File: src/rtl/credit_bcd_tracker_if.sv
// Bundle of the credit tracker's event inputs and display/status outputs.
// The master side (machine controller) issues events. The slave side (the tracker) answers them.
interface credit_bcd_tracker_if;
    logic        coin_n;
    logic        coin_d;
    logic        coin_q;
    logic        coin_dl;
    logic        vend_req;
    logic        refund_req;
    logic [3:0]  dig1;
    logic [3:0]  dig2;
    logic [3:0]  dig3;
    logic [3:0]  dig4;
    logic        vend_ok;
    logic        vend_fail;
    logic        coin_reject;
    logic [13:0] change_amt;
    logic        busy;

    modport master (
        output coin_n, coin_d, coin_q, coin_dl, vend_req, refund_req,
        input  dig1, dig2, dig3, dig4, vend_ok, vend_fail, coin_reject, change_amt, busy
    );

    modport slave (
        input  coin_n, coin_d, coin_q, coin_dl, vend_req, refund_req,
        output dig1, dig2, dig3, dig4, vend_ok, vend_fail, coin_reject, change_amt, busy
    );
endinterface

File: src/rtl/credit_bcd_tracker.sv
// Vending credit accumulator with a sequential double-dabble converter that
// feeds a four-digit BCD display (dig1 = thousands ... dig4 = ones).
// Credit updates set a dirty flag. The converter picks it up when idle and
// publishes all four digits atomically, so the display always shows a value
// that credit actually held and then converges to the latest total.
module credit_bcd_tracker #(
    parameter int unsigned PRICE      = 125,
    parameter int unsigned MAX_CREDIT = 995
) (
    input  logic                 clk,
    input  logic                 clr,
    credit_bcd_tracker_if.slave  bus
);

    localparam logic [13:0] PRICE_C = 14'(PRICE);
    localparam logic [14:0] MAX_C   = 15'(MAX_CREDIT);

    typedef enum logic [1:0] {
        ST_IDLE  = 2'd0,
        ST_SHIFT = 2'd1,
        ST_DONE  = 2'd2
    } state_t;

    // One double-dabble step: add 3 to every BCD nibble >= 5, then shift left.
    function automatic logic [29:0] dabble_step(input logic [29:0] s);
        logic [29:0] adj;
        adj = s;
        for (int i = 0; i < 4; i++) begin
            if (adj[14 + 4*i +: 4] >= 4'd5) begin
                adj[14 + 4*i +: 4] = adj[14 + 4*i +: 4] + 4'd3;
            end else begin
                adj[14 + 4*i +: 4] = adj[14 + 4*i +: 4];
            end
        end
        return {adj[28:0], 1'b0};
    endfunction

    logic [13:0] credit_q,      credit_d;
    logic [13:0] change_amt_q,  change_amt_d;
    logic        vend_ok_q,     vend_ok_d;
    logic        vend_fail_q,   vend_fail_d;
    logic        coin_reject_q, coin_reject_d;
    logic        pending_q,     pending_d;
    logic        busy_q,        busy_d;
    logic        restart_q,     restart_d;
    logic [29:0] shift_q,       shift_d;
    logic [3:0]  cnt_q,         cnt_d;
    logic [15:0] dig_q,         dig_d;
    state_t      state_q,       state_d;

    logic [13:0] coin_val_s;
    logic [2:0]  coin_cnt_s;
    logic        any_coin_s;
    logic        multi_coin_s;
    logic [14:0] coin_sum_s;
    logic        load_s;

    // Pick the highest-value coin and flag when more than one coin arrives.
    always_comb begin
        coin_cnt_s = {2'b00, bus.coin_n} + {2'b00, bus.coin_d}
                   + {2'b00, bus.coin_q} + {2'b00, bus.coin_dl};
        any_coin_s   = (coin_cnt_s != 3'd0);
        multi_coin_s = (coin_cnt_s > 3'd1);
        if (bus.coin_dl) begin
            coin_val_s = 14'd100;
        end else if (bus.coin_q) begin
            coin_val_s = 14'd25;
        end else if (bus.coin_d) begin
            coin_val_s = 14'd10;
        end else if (bus.coin_n) begin
            coin_val_s = 14'd5;
        end else begin
            coin_val_s = 14'd0;
        end
        coin_sum_s = {1'b0, credit_q} + {1'b0, coin_val_s};
    end

    // Resolve one event per cycle: refund > vend > coin.
    always_comb begin
        credit_d      = credit_q;
        change_amt_d  = change_amt_q;
        vend_ok_d     = 1'b0;
        vend_fail_d   = 1'b0;
        coin_reject_d = 1'b0;
        if (bus.refund_req) begin
            change_amt_d  = credit_q;
            credit_d      = 14'd0;
            coin_reject_d = any_coin_s;
        end else if (bus.vend_req) begin
            coin_reject_d = any_coin_s;
            if (credit_q >= PRICE_C) begin
                credit_d  = credit_q - PRICE_C;
                vend_ok_d = 1'b1;
            end else begin
                vend_fail_d = 1'b1;
            end
        end else if (any_coin_s) begin
            if (coin_sum_s <= MAX_C) begin
                credit_d      = coin_sum_s[13:0];
                coin_reject_d = multi_coin_s;
            end else begin
                coin_reject_d = 1'b1;
            end
        end else begin
            credit_d = credit_q;
        end
    end

    // Converter FSM: snapshot credit, run 14 dabble steps, publish digits.
    // When credit moved during a conversion, DONE keeps busy high and the
    // FSM spends one settling cycle in IDLE before reloading.
    always_comb begin
        state_d   = state_q;
        shift_d   = shift_q;
        cnt_d     = cnt_q;
        busy_d    = busy_q;
        restart_d = restart_q;
        dig_d     = dig_q;
        load_s    = 1'b0;
        case (state_q)
            ST_IDLE: begin
                if (restart_q) begin
                    restart_d = 1'b0;
                end else if (pending_q) begin
                    load_s  = 1'b1;
                    shift_d = {16'd0, credit_q};
                    busy_d  = 1'b1;
                    cnt_d   = 4'd0;
                    state_d = ST_SHIFT;
                end else begin
                    busy_d = 1'b0;
                end
            end
            ST_SHIFT: begin
                shift_d = dabble_step(shift_q);
                cnt_d   = cnt_q + 4'd1;
                if (cnt_q == 4'd13) begin
                    state_d = ST_DONE;
                end else begin
                    state_d = ST_SHIFT;
                end
            end
            ST_DONE: begin
                dig_d     = shift_q[29:14];
                busy_d    = pending_q;
                restart_d = pending_q;
                state_d   = ST_IDLE;
            end
            default: begin
                busy_d    = 1'b0;
                restart_d = 1'b0;
                state_d   = ST_IDLE;
            end
        endcase
        pending_d = (credit_d != credit_q) | (pending_q & ~load_s);
    end

    // State and output registers.
    always_ff @(posedge clk or posedge clr) begin
        if (clr) begin
            credit_q      <= 14'd0;
            change_amt_q  <= 14'd0;
            vend_ok_q     <= 1'b0;
            vend_fail_q   <= 1'b0;
            coin_reject_q <= 1'b0;
            pending_q     <= 1'b0;
            busy_q        <= 1'b0;
            restart_q     <= 1'b0;
            shift_q       <= 30'd0;
            cnt_q         <= 4'd0;
            dig_q         <= 16'd0;
            state_q       <= ST_IDLE;
        end else begin
            credit_q      <= credit_d;
            change_amt_q  <= change_amt_d;
            vend_ok_q     <= vend_ok_d;
            vend_fail_q   <= vend_fail_d;
            coin_reject_q <= coin_reject_d;
            pending_q     <= pending_d;
            busy_q        <= busy_d;
            restart_q     <= restart_d;
            shift_q       <= shift_d;
            cnt_q         <= cnt_d;
            dig_q         <= dig_d;
            state_q       <= state_d;
        end
    end

    assign bus.dig1        = dig_q[15:12];
    assign bus.dig2        = dig_q[11:8];
    assign bus.dig3        = dig_q[7:4];
    assign bus.dig4        = dig_q[3:0];
    assign bus.vend_ok     = vend_ok_q;
    assign bus.vend_fail   = vend_fail_q;
    assign bus.coin_reject = coin_reject_q;
    assign bus.change_amt  = change_amt_q;
    assign bus.busy        = busy_q;

endmodule

File: src/flat_wrapper.sv
// flat-port wrapper written by rule: the top's interface ports become plain ports
module credit_bcd_tracker_flat 
#(
    parameter int unsigned PRICE      = 125,
    parameter int unsigned MAX_CREDIT = 995
)
  (clk, clr, bus_coin_n, bus_coin_d, bus_coin_q, bus_coin_dl, bus_vend_req, bus_refund_req, bus_dig1, bus_dig2, bus_dig3, bus_dig4, bus_vend_ok, bus_vend_fail, bus_coin_reject, bus_change_amt, bus_busy);
  credit_bcd_tracker_if bus_i ();
  input  logic clk;
  input  logic clr;
  input wire logic [$bits(bus_i.coin_n)-1:0] bus_coin_n;
  input wire logic [$bits(bus_i.coin_d)-1:0] bus_coin_d;
  input wire logic [$bits(bus_i.coin_q)-1:0] bus_coin_q;
  input wire logic [$bits(bus_i.coin_dl)-1:0] bus_coin_dl;
  input wire logic [$bits(bus_i.vend_req)-1:0] bus_vend_req;
  input wire logic [$bits(bus_i.refund_req)-1:0] bus_refund_req;
  output wire logic [$bits(bus_i.dig1)-1:0] bus_dig1;
  output wire logic [$bits(bus_i.dig2)-1:0] bus_dig2;
  output wire logic [$bits(bus_i.dig3)-1:0] bus_dig3;
  output wire logic [$bits(bus_i.dig4)-1:0] bus_dig4;
  output wire logic [$bits(bus_i.vend_ok)-1:0] bus_vend_ok;
  output wire logic [$bits(bus_i.vend_fail)-1:0] bus_vend_fail;
  output wire logic [$bits(bus_i.coin_reject)-1:0] bus_coin_reject;
  output wire logic [$bits(bus_i.change_amt)-1:0] bus_change_amt;
  output wire logic [$bits(bus_i.busy)-1:0] bus_busy;
  assign bus_i.coin_n = bus_coin_n;
  assign bus_i.coin_d = bus_coin_d;
  assign bus_i.coin_q = bus_coin_q;
  assign bus_i.coin_dl = bus_coin_dl;
  assign bus_i.vend_req = bus_vend_req;
  assign bus_i.refund_req = bus_refund_req;
  assign bus_dig1 = bus_i.dig1;
  assign bus_dig2 = bus_i.dig2;
  assign bus_dig3 = bus_i.dig3;
  assign bus_dig4 = bus_i.dig4;
  assign bus_vend_ok = bus_i.vend_ok;
  assign bus_vend_fail = bus_i.vend_fail;
  assign bus_coin_reject = bus_i.coin_reject;
  assign bus_change_amt = bus_i.change_amt;
  assign bus_busy = bus_i.busy;
  credit_bcd_tracker #(.PRICE(PRICE), .MAX_CREDIT(MAX_CREDIT)) u_core (.clk(clk), .clr(clr), .bus(bus_i));
endmodule
File: config.mk
export PLATFORM = sky130hd
export DESIGN_NAME = credit_bcd_tracker_flat
export DESIGN_NICKNAME = d
export VERILOG_FILES = /design/src/rtl/credit_bcd_tracker_if.sv /design/src/rtl/credit_bcd_tracker.sv /design/src/flat_wrapper.sv
export SDC_FILE = /design/constraint.sdc
export NUM_CORES = 1
export LEC_CHECK = 0
export CAP_MARGIN = 10
export CORE_AREA = 2 2 100 102
export CTS_BUF_LIST = sky130_fd_sc_hd__clkbuf_4
export CTS_CLUSTER_DIAMETER = 120
export DETAILED_ROUTE_END_ITERATION = 8
export DIE_AREA = 0 0 102 104
export PLACE_DENSITY = 0.78
export SLEW_MARGIN = 20
export SYNTH_ARGS = -nofsm -noshare
export SYNTH_HDL_FRONTEND = slang
export SYNTH_SLANG_ARGS = --single-unit
File: constraint.sdc
create_clock -name clk -period 2.85 [get_ports clk]
set_input_delay 0.57 -clock clk [delete_from_list [all_inputs] [get_ports clk]]
set_output_delay 0.57 -clock clk [all_outputs]
set_load 0.01 [all_outputs]
Word-level counts from Yosys, hierarchy flattened
Cells that the tools add are included.
Widths: inputs -> output; s select.
{"block": "word_totals", "register_bits": 86, "in_bits": 8, "output_inout_bits": 34, "word_cells": 84}
{"block": "op_classes", "addsub": 10, "n_lt_le_gt_ge": 7, "n_eq_ne": 6, "n_mux": 39, "n_bitwise": 4, "n_reduce_logical": 6}
{"operator": "$mux 14", "n": 8}
{"operator": "$mux 30", "n": 2}
{"operator": "$pmux 30 s2", "n": 1}
{"operator": "$mux 4", "n": 5}
{"operator": "$ge 4x3->1 const B", "n": 4}
{"operator": "$add 14x14->15", "n": 1}
{"operator": "$le 15x10->1 const B", "n": 1}
{"operator": "$ge 14x7->1 const B", "n": 1}
{"operator": "$mux 1", "n": 14}
{"operator": "$ne 14x14->1", "n": 1}
{"operator": "$sub 14x7->14 const B", "n": 1}
{"operator": "$add 4x2->4 const B", "n": 3}
{"operator": "$pmux 4 s2", "n": 1}
{"operator": "$add 3x1->3", "n": 2}
{"operator": "$mux 2", "n": 3}
{"operator": "$mux 3", "n": 2}
{"operator": "$add 4x1->4 const B", "n": 1}
{"operator": "$eq 4x4->1 const B", "n": 1}
{"operator": "$pmux 2 s2", "n": 1}
{"operator": "$reduce_and 2->1", "n": 2}
{"operator": "$add 3x2->3 const B", "n": 1}
{"operator": "$gt 3x1->1 const B", "n": 1}
{"operator": "$pmux 1 s3", "n": 1}
{"operator": "$reduce_and 3->1", "n": 1}
{"operator": "12 further kinds", "n": 13}

Logic depth before layout (Yosys ltp)
{"block": "logic_depth", "word_depth": 12, "depth_mapped": 16, "mapped_depth_nobuf": 15}

Least setup slack after synthesis
Ideal clock, no wire load.
{"block": "synth_timing", "kind": "in2reg", "from": "input port bus_coin_d", "to": "register u_core.credit_q[0]", "setup_ps": 74, "t_arrival_ps": 3236, "required_ps": 2776, "setup_slack_ps": -461, "stages": 15, "path_buffers": 0, "path_cell_list": "inv_1 -> ha_1 -> nor2_1 -> nor2_1 -> ha_1 -> inv_1 -> fa_1 -> nand2b_2 -> a21bo_2 -> a211oi_2 -> nand4_2 -> o31ai_4 -> nor3_2 -> or3_1 -> a21oi_2"}
{"block": "synth_via", "elab_chain_len": 9, "elab_cells_between_ends": 13, "classes_between": "add/sub: 4; order compare: 1; mux: 7; reduce/logical: 1"}
{"item": "start: declaration", "line": "flat_wrapper.sv:12", "source": "input wire logic [$bits(bus_i.coin_d)-1:0] bus_coin_d;"}
{"item": "$mux 14", "line": "credit_bcd_tracker.sv:68", "source": "end else if (bus.coin_d) begin"}
{"item": "$mux 14", "line": "credit_bcd_tracker.sv:66", "source": "end else if (bus.coin_q) begin"}
{"item": "$mux 14", "line": "credit_bcd_tracker.sv:64", "source": "if (bus.coin_dl) begin"}
{"item": "$add 14x14->15", "line": "credit_bcd_tracker.sv:75", "source": "coin_sum_s = {1'b0, credit_q} + {1'b0, coin_val_s};"}
{"item": "$le 15x10->1", "line": "credit_bcd_tracker.sv:98", "source": "if (coin_sum_s <= MAX_C) begin"}
{"item": "$mux 14", "line": "credit_bcd_tracker.sv:98"}
{"item": "$mux 14 (*)", "line": "credit_bcd_tracker.sv:97", "source": "end else if (any_coin_s) begin"}
{"item": "$mux 14 (*)", "line": "credit_bcd_tracker.sv:89", "source": "end else if (bus.vend_req) begin"}
{"item": "$mux 14 (*)", "line": "credit_bcd_tracker.sv:85", "source": "if (bus.refund_req) begin"}
{"item": "via u_core.credit_d[0]", "line": "credit_bcd_tracker.sv:38", "source": "logic [13:0] credit_q, credit_d;"}
{"item": "end signal: assignment", "line": "credit_bcd_tracker.sv:174", "source": "credit_q <= credit_d;"}
{"item": "end: declaration", "line": "credit_bcd_tracker.sv:38"}
The timed path passes the listed nets; every way through them passes the cells marked *.
A chain may end at the register's enable or synchronous reset.

Worst setup path after layout
{"block": "layout_timing", "from": "input port bus_coin_q", "to": "register u_core.credit_q[1]"}
{"block": "layout_via", "elab_chain_len": 8, "elab_cells_between_ends": 11, "classes_between": "add/sub: 3; order compare: 1; mux: 6; reduce/logical: 1"}
{"item": "start: declaration", "line": "flat_wrapper.sv:13", "source": "input wire logic [$bits(bus_i.coin_q)-1:0] bus_coin_q;"}
{"item": "$mux 14", "line": "credit_bcd_tracker.sv:66"}
{"item": "$mux 14", "line": "credit_bcd_tracker.sv:64"}
{"item": "$add 14x14->15", "line": "credit_bcd_tracker.sv:75"}
{"item": "$le 15x10->1", "line": "credit_bcd_tracker.sv:98"}
{"item": "$mux 14", "line": "credit_bcd_tracker.sv:98"}
{"item": "$mux 14 (*)", "line": "credit_bcd_tracker.sv:97"}
{"item": "$mux 14 (*)", "line": "credit_bcd_tracker.sv:89"}
{"item": "$mux 14 (*)", "line": "credit_bcd_tracker.sv:85"}
{"item": "via u_core.credit_d[1]", "line": "credit_bcd_tracker.sv:38"}
Marked as above.

==> impl_results.md <==
* Status: finished, violations left
* Violated checks: negative setup slack
* Top Metal Used: met4
* Worst r2r src: u_core.credit_q[0]
* Final Cycle Share at 109%
* Antenna-violating nets left at 0
* Final net count at 666
* Area after DPL at 6150 sq um
* Final Hold Fails at 0
* DIE AREA at roughly 11000 sq um
* Worst EP arrival at 3.50 ns
* Initial antenna violation count at 0
* Worst R2R Path Depth at 14
* Sw power at 2280 uW
* F_max at 0.323 GHz
* Met2 wire length at 6200 microns
* Final hold slack at 0.420 ns
* Post-synthesis register bit count at 86
* FF-to-FF End: u_core.credit_q[1]
* Root Driver: clkbuf_4
* DR DRC count at 0
* Via/cell ratio at about 5.7
* DIE HEIGHT at roughly 100 microns
* Final setup fails at 12
* Worst EP required at ~3.3 ns
* Fin. max-slew vios at 0
* Worst VDD drop at 0.519 mV
* Dpl ws at -1.17 ns
* Hpwl dp at 8660 microns
* Max Root-Sink Buffers at 2
* Hold WC Path Type: input port to async pin
* Clock Power Share at 16.7%
* Switching share of power at 38.5%
* Layout cell share with drive strength beyond 1 at approximately 28%
* Initial Util at 53.8%
* Max_slew headroom at between 50 and 60%
* WS Path Type: input port to flop
* Largest net degree at the start of global routing at 63
* Internal power at 3640 uW
* Clock sink count at 86
* Sequential share of power at 29.3%
* Area growth syn-to-layout at 29.5%
* Average cell area after synthesis at 9.63 sq um
* WL met1 at ~5600 microns
* CTS Buf Count at 9
* H-tree depth reported by CTS at 3
* Power density over the cells at 891 nW/um^2
* Area of the multi-input gates at roughly 3000 sq um
* Post-route setup slack at -0.245 ns
* Wire per inst at 16.5 microns
* Clock transition at path regs at roughly 0.15 ns
* FF-to-FF setup slack at -0.12 ns
* CP Max Fanout at 4
* Min cycle time layout at 3.10 ns
* N_diodes at 0
* Io pins at 42
* Synthesized net count at ~570
* Aggregate global-route resource usage at 24.7%
* Unrepaired setup endpoints after global routing: true
* Worst slew pin tran at approximately 0.6 ns
* Pleak at 0.00297 uW
* Setup TNS at -1.79 ns
* Power share of the combinational group at 54.0%
* Routed WL at ~13000 microns
* Drt pass-1 iters at 5
* First-pass GRT wire length at 20800 microns
* Core ar. at 9550 sq um
* Main synth FF type: dfrtp_1
* Reg area at 2150 sq um
* Startpoint Class: input port
* DR vias at 4402
* DR iter-0 viols at ~260
* Die extent in x at 102 microns
* FFs w/ async S/R, synth at 100%
* Grt total ovfl at 0
* Post-synthesis sequential area ratio at 41.9%
* Max-cap violations at 0
* Mapped Area at 5130 sq um
* Port Buffers at 41
* Worst skew pair latency at 0.45 ns
* Filler Cells Inserted at 735
* Synth cell types at 72
* Gate Count Post-Synth at around 530
* RePlAce Congestion at ~0.87
* Post-Route Skew at 0.0172 ns
* # rows at 36
* Crit. End Element: flop
* CTS tree: done
* Vias in the first global route at 4328
* Post-synth EDFFs at 0
* Design Area, Final at approximately 6700 sq um
* Synthesis warning total at 0
* DR WL met3 at between 600 and 700 microns
layout by cell type, fill, tap and decap left out, types with 9 or more instances in the layout:
cell,n
a21oi_1,23
buf_4,69
clkbuf_4,9
clkdlybuf4s50_1,37
dfrtp_1,86
ha_1,21
inv_1,23
mux2_2,30
mux2i_1,13
nand2_1,55
nand3_1,13
nor2_1,31
nor3_1,14
o21ai_0,44
xnor2_1,9
cell type report:
type,instances,area share (%)
Clock buffer,9,1.02
Clock inverter,7,2.16
Inverter,27,1.73
Multi-Input combinational cell,389,44.5
Sequential cell,86,32.4
Tap cell,133,2.50
Timing Repair Buffer,119,15.7
Yosys cell counts, drive strengths merged (8+ instances only):
cell type	instances	area (sq um)
a21oi	29	153
buf	8	47.5
clkbuf	23	86.3
dfrtp	86	2150
ha	24	300
inv	27	101
mux2	31	349
mux2i	13	130
nand2	55	206
nand2b	8	52.6
nand3	14	70.1
nor2	37	144
nor3	16	85.1
o21ai	49	257
o31ai	8	73.8
xnor2	11	96.3
worst max path at each step:
stage / start / to / slack (ns) / cells past startpoint
after floorplan: bus_coin_d / u_core.credit_q[0] / -0.32 / 15
after global placement: bus_coin_d / u_core.credit_q[5] / -1.04 / 17
after detailed placement: bus_coin_d / u_core.credit_q[0] / -1.17 / 17
after CTS: bus_coin_d / u_core.credit_q[1] / -0.11 / 18
after global routing: bus_coin_q / u_core.credit_q[1] / -0.36 / 17
final: bus_coin_q / u_core.credit_q[1] / -0.25 / 17
registers in the layout, indices dropped and copies added, names as in the netlist:
| signal | cells |
|---|---|
| u_core.shift_q | 30 |
| u_core.dig_q | 16 |
| u_core.bus.change_amt | 14 |
| u_core.credit_q | 14 |
| u_core.cnt_q | 4 |
| u_core.state_q | 2 |
| u_core.bus.busy | 1 |
| u_core.bus.coin_reject | 1 |
| u_core.bus.vend_fail | 1 |
| u_core.bus.vend_ok | 1 |
| u_core.pending_q | 1 |
| u_core.restart_q | 1 |
what timing repair did:
action / in CTS / in global routing
endpoints found under the setup margin: 13 / 13
pin swaps: 17 / 18
hold buffers: 0 / 0
gates resized for setup: 36 / 14
buffers inserted: 10 / 7
logic make-up (layout without fill, tap and decap cells):
kind of cell / Yosys count / in the layout / synth area share [%]
AOI/OAI and AO/OA: 133 / 133 / 18.2
xor gates and xnor gates: 17 / 17 / 2.90
adders and majority gates: 26 / 26 / 6.63
buffers and inverters: 58 / 162 / 4.58
DFF: 86 / 86 / 41.9
muxes: 44 / 44 / 9.33
and+or+nand+nor: 169 / 169 / 16.4
routing by layer:
| metal | up-vias | GRT usage, % |
|---|---|---|
| li1 | 2104 | - |
| met1 | 2131 | 33.3 |
| met2 | 143 | 39.9 |
| met3 | 24 | 5.44 |
| met4 | 0 | 6.86 |
| met5 | - | 0 |
critical path: stages:
cell	delay, ns
dlygate4sd2_1	0.28
nor2_4	0.06
nor2_2	0.11
ha_2	0.20
inv_2	0.04
fa_2	0.34
nand2b_4	0.17
a21bo_4	0.23
a211oi_2	0.19
nand4_2	0.16
o31ai_4	0.29
buf_4	0.17
nor3_4	0.04
buf_6	0.13
buf_6	0.11
a221oi_4	0.22
o31a_1	0.19
power by group through the flow:
stage | Clock [uW] | Sequential [uW] | Combinational [uW]
6_report | 989 | 1730 | 3200
5_1_grt | 1060 | 1770 | 3440
4_1_cts | 1010 | 1730 | 3000
3_5_place_dp | 0 | 1760 | 2760
3_3_place_gp | 0 | 1740 | 2690
2_1_floorplan | 0 | 1770 | 1640
stage by stage:
step / utilization (%) / power, uW / cells
3_5_place_dp: 64.4 / 4510 / 738
3_3_place_gp: 64.4 / 4430 / 738
6_report: 69.6 / 5920 / 770
4_1_cts: 68.5 / 5740 / 764
5_1_grt: 69.6 / 6270 / 770
2_1_floorplan: - / 3410 / 533
Power figures use the tool's default switching activity.
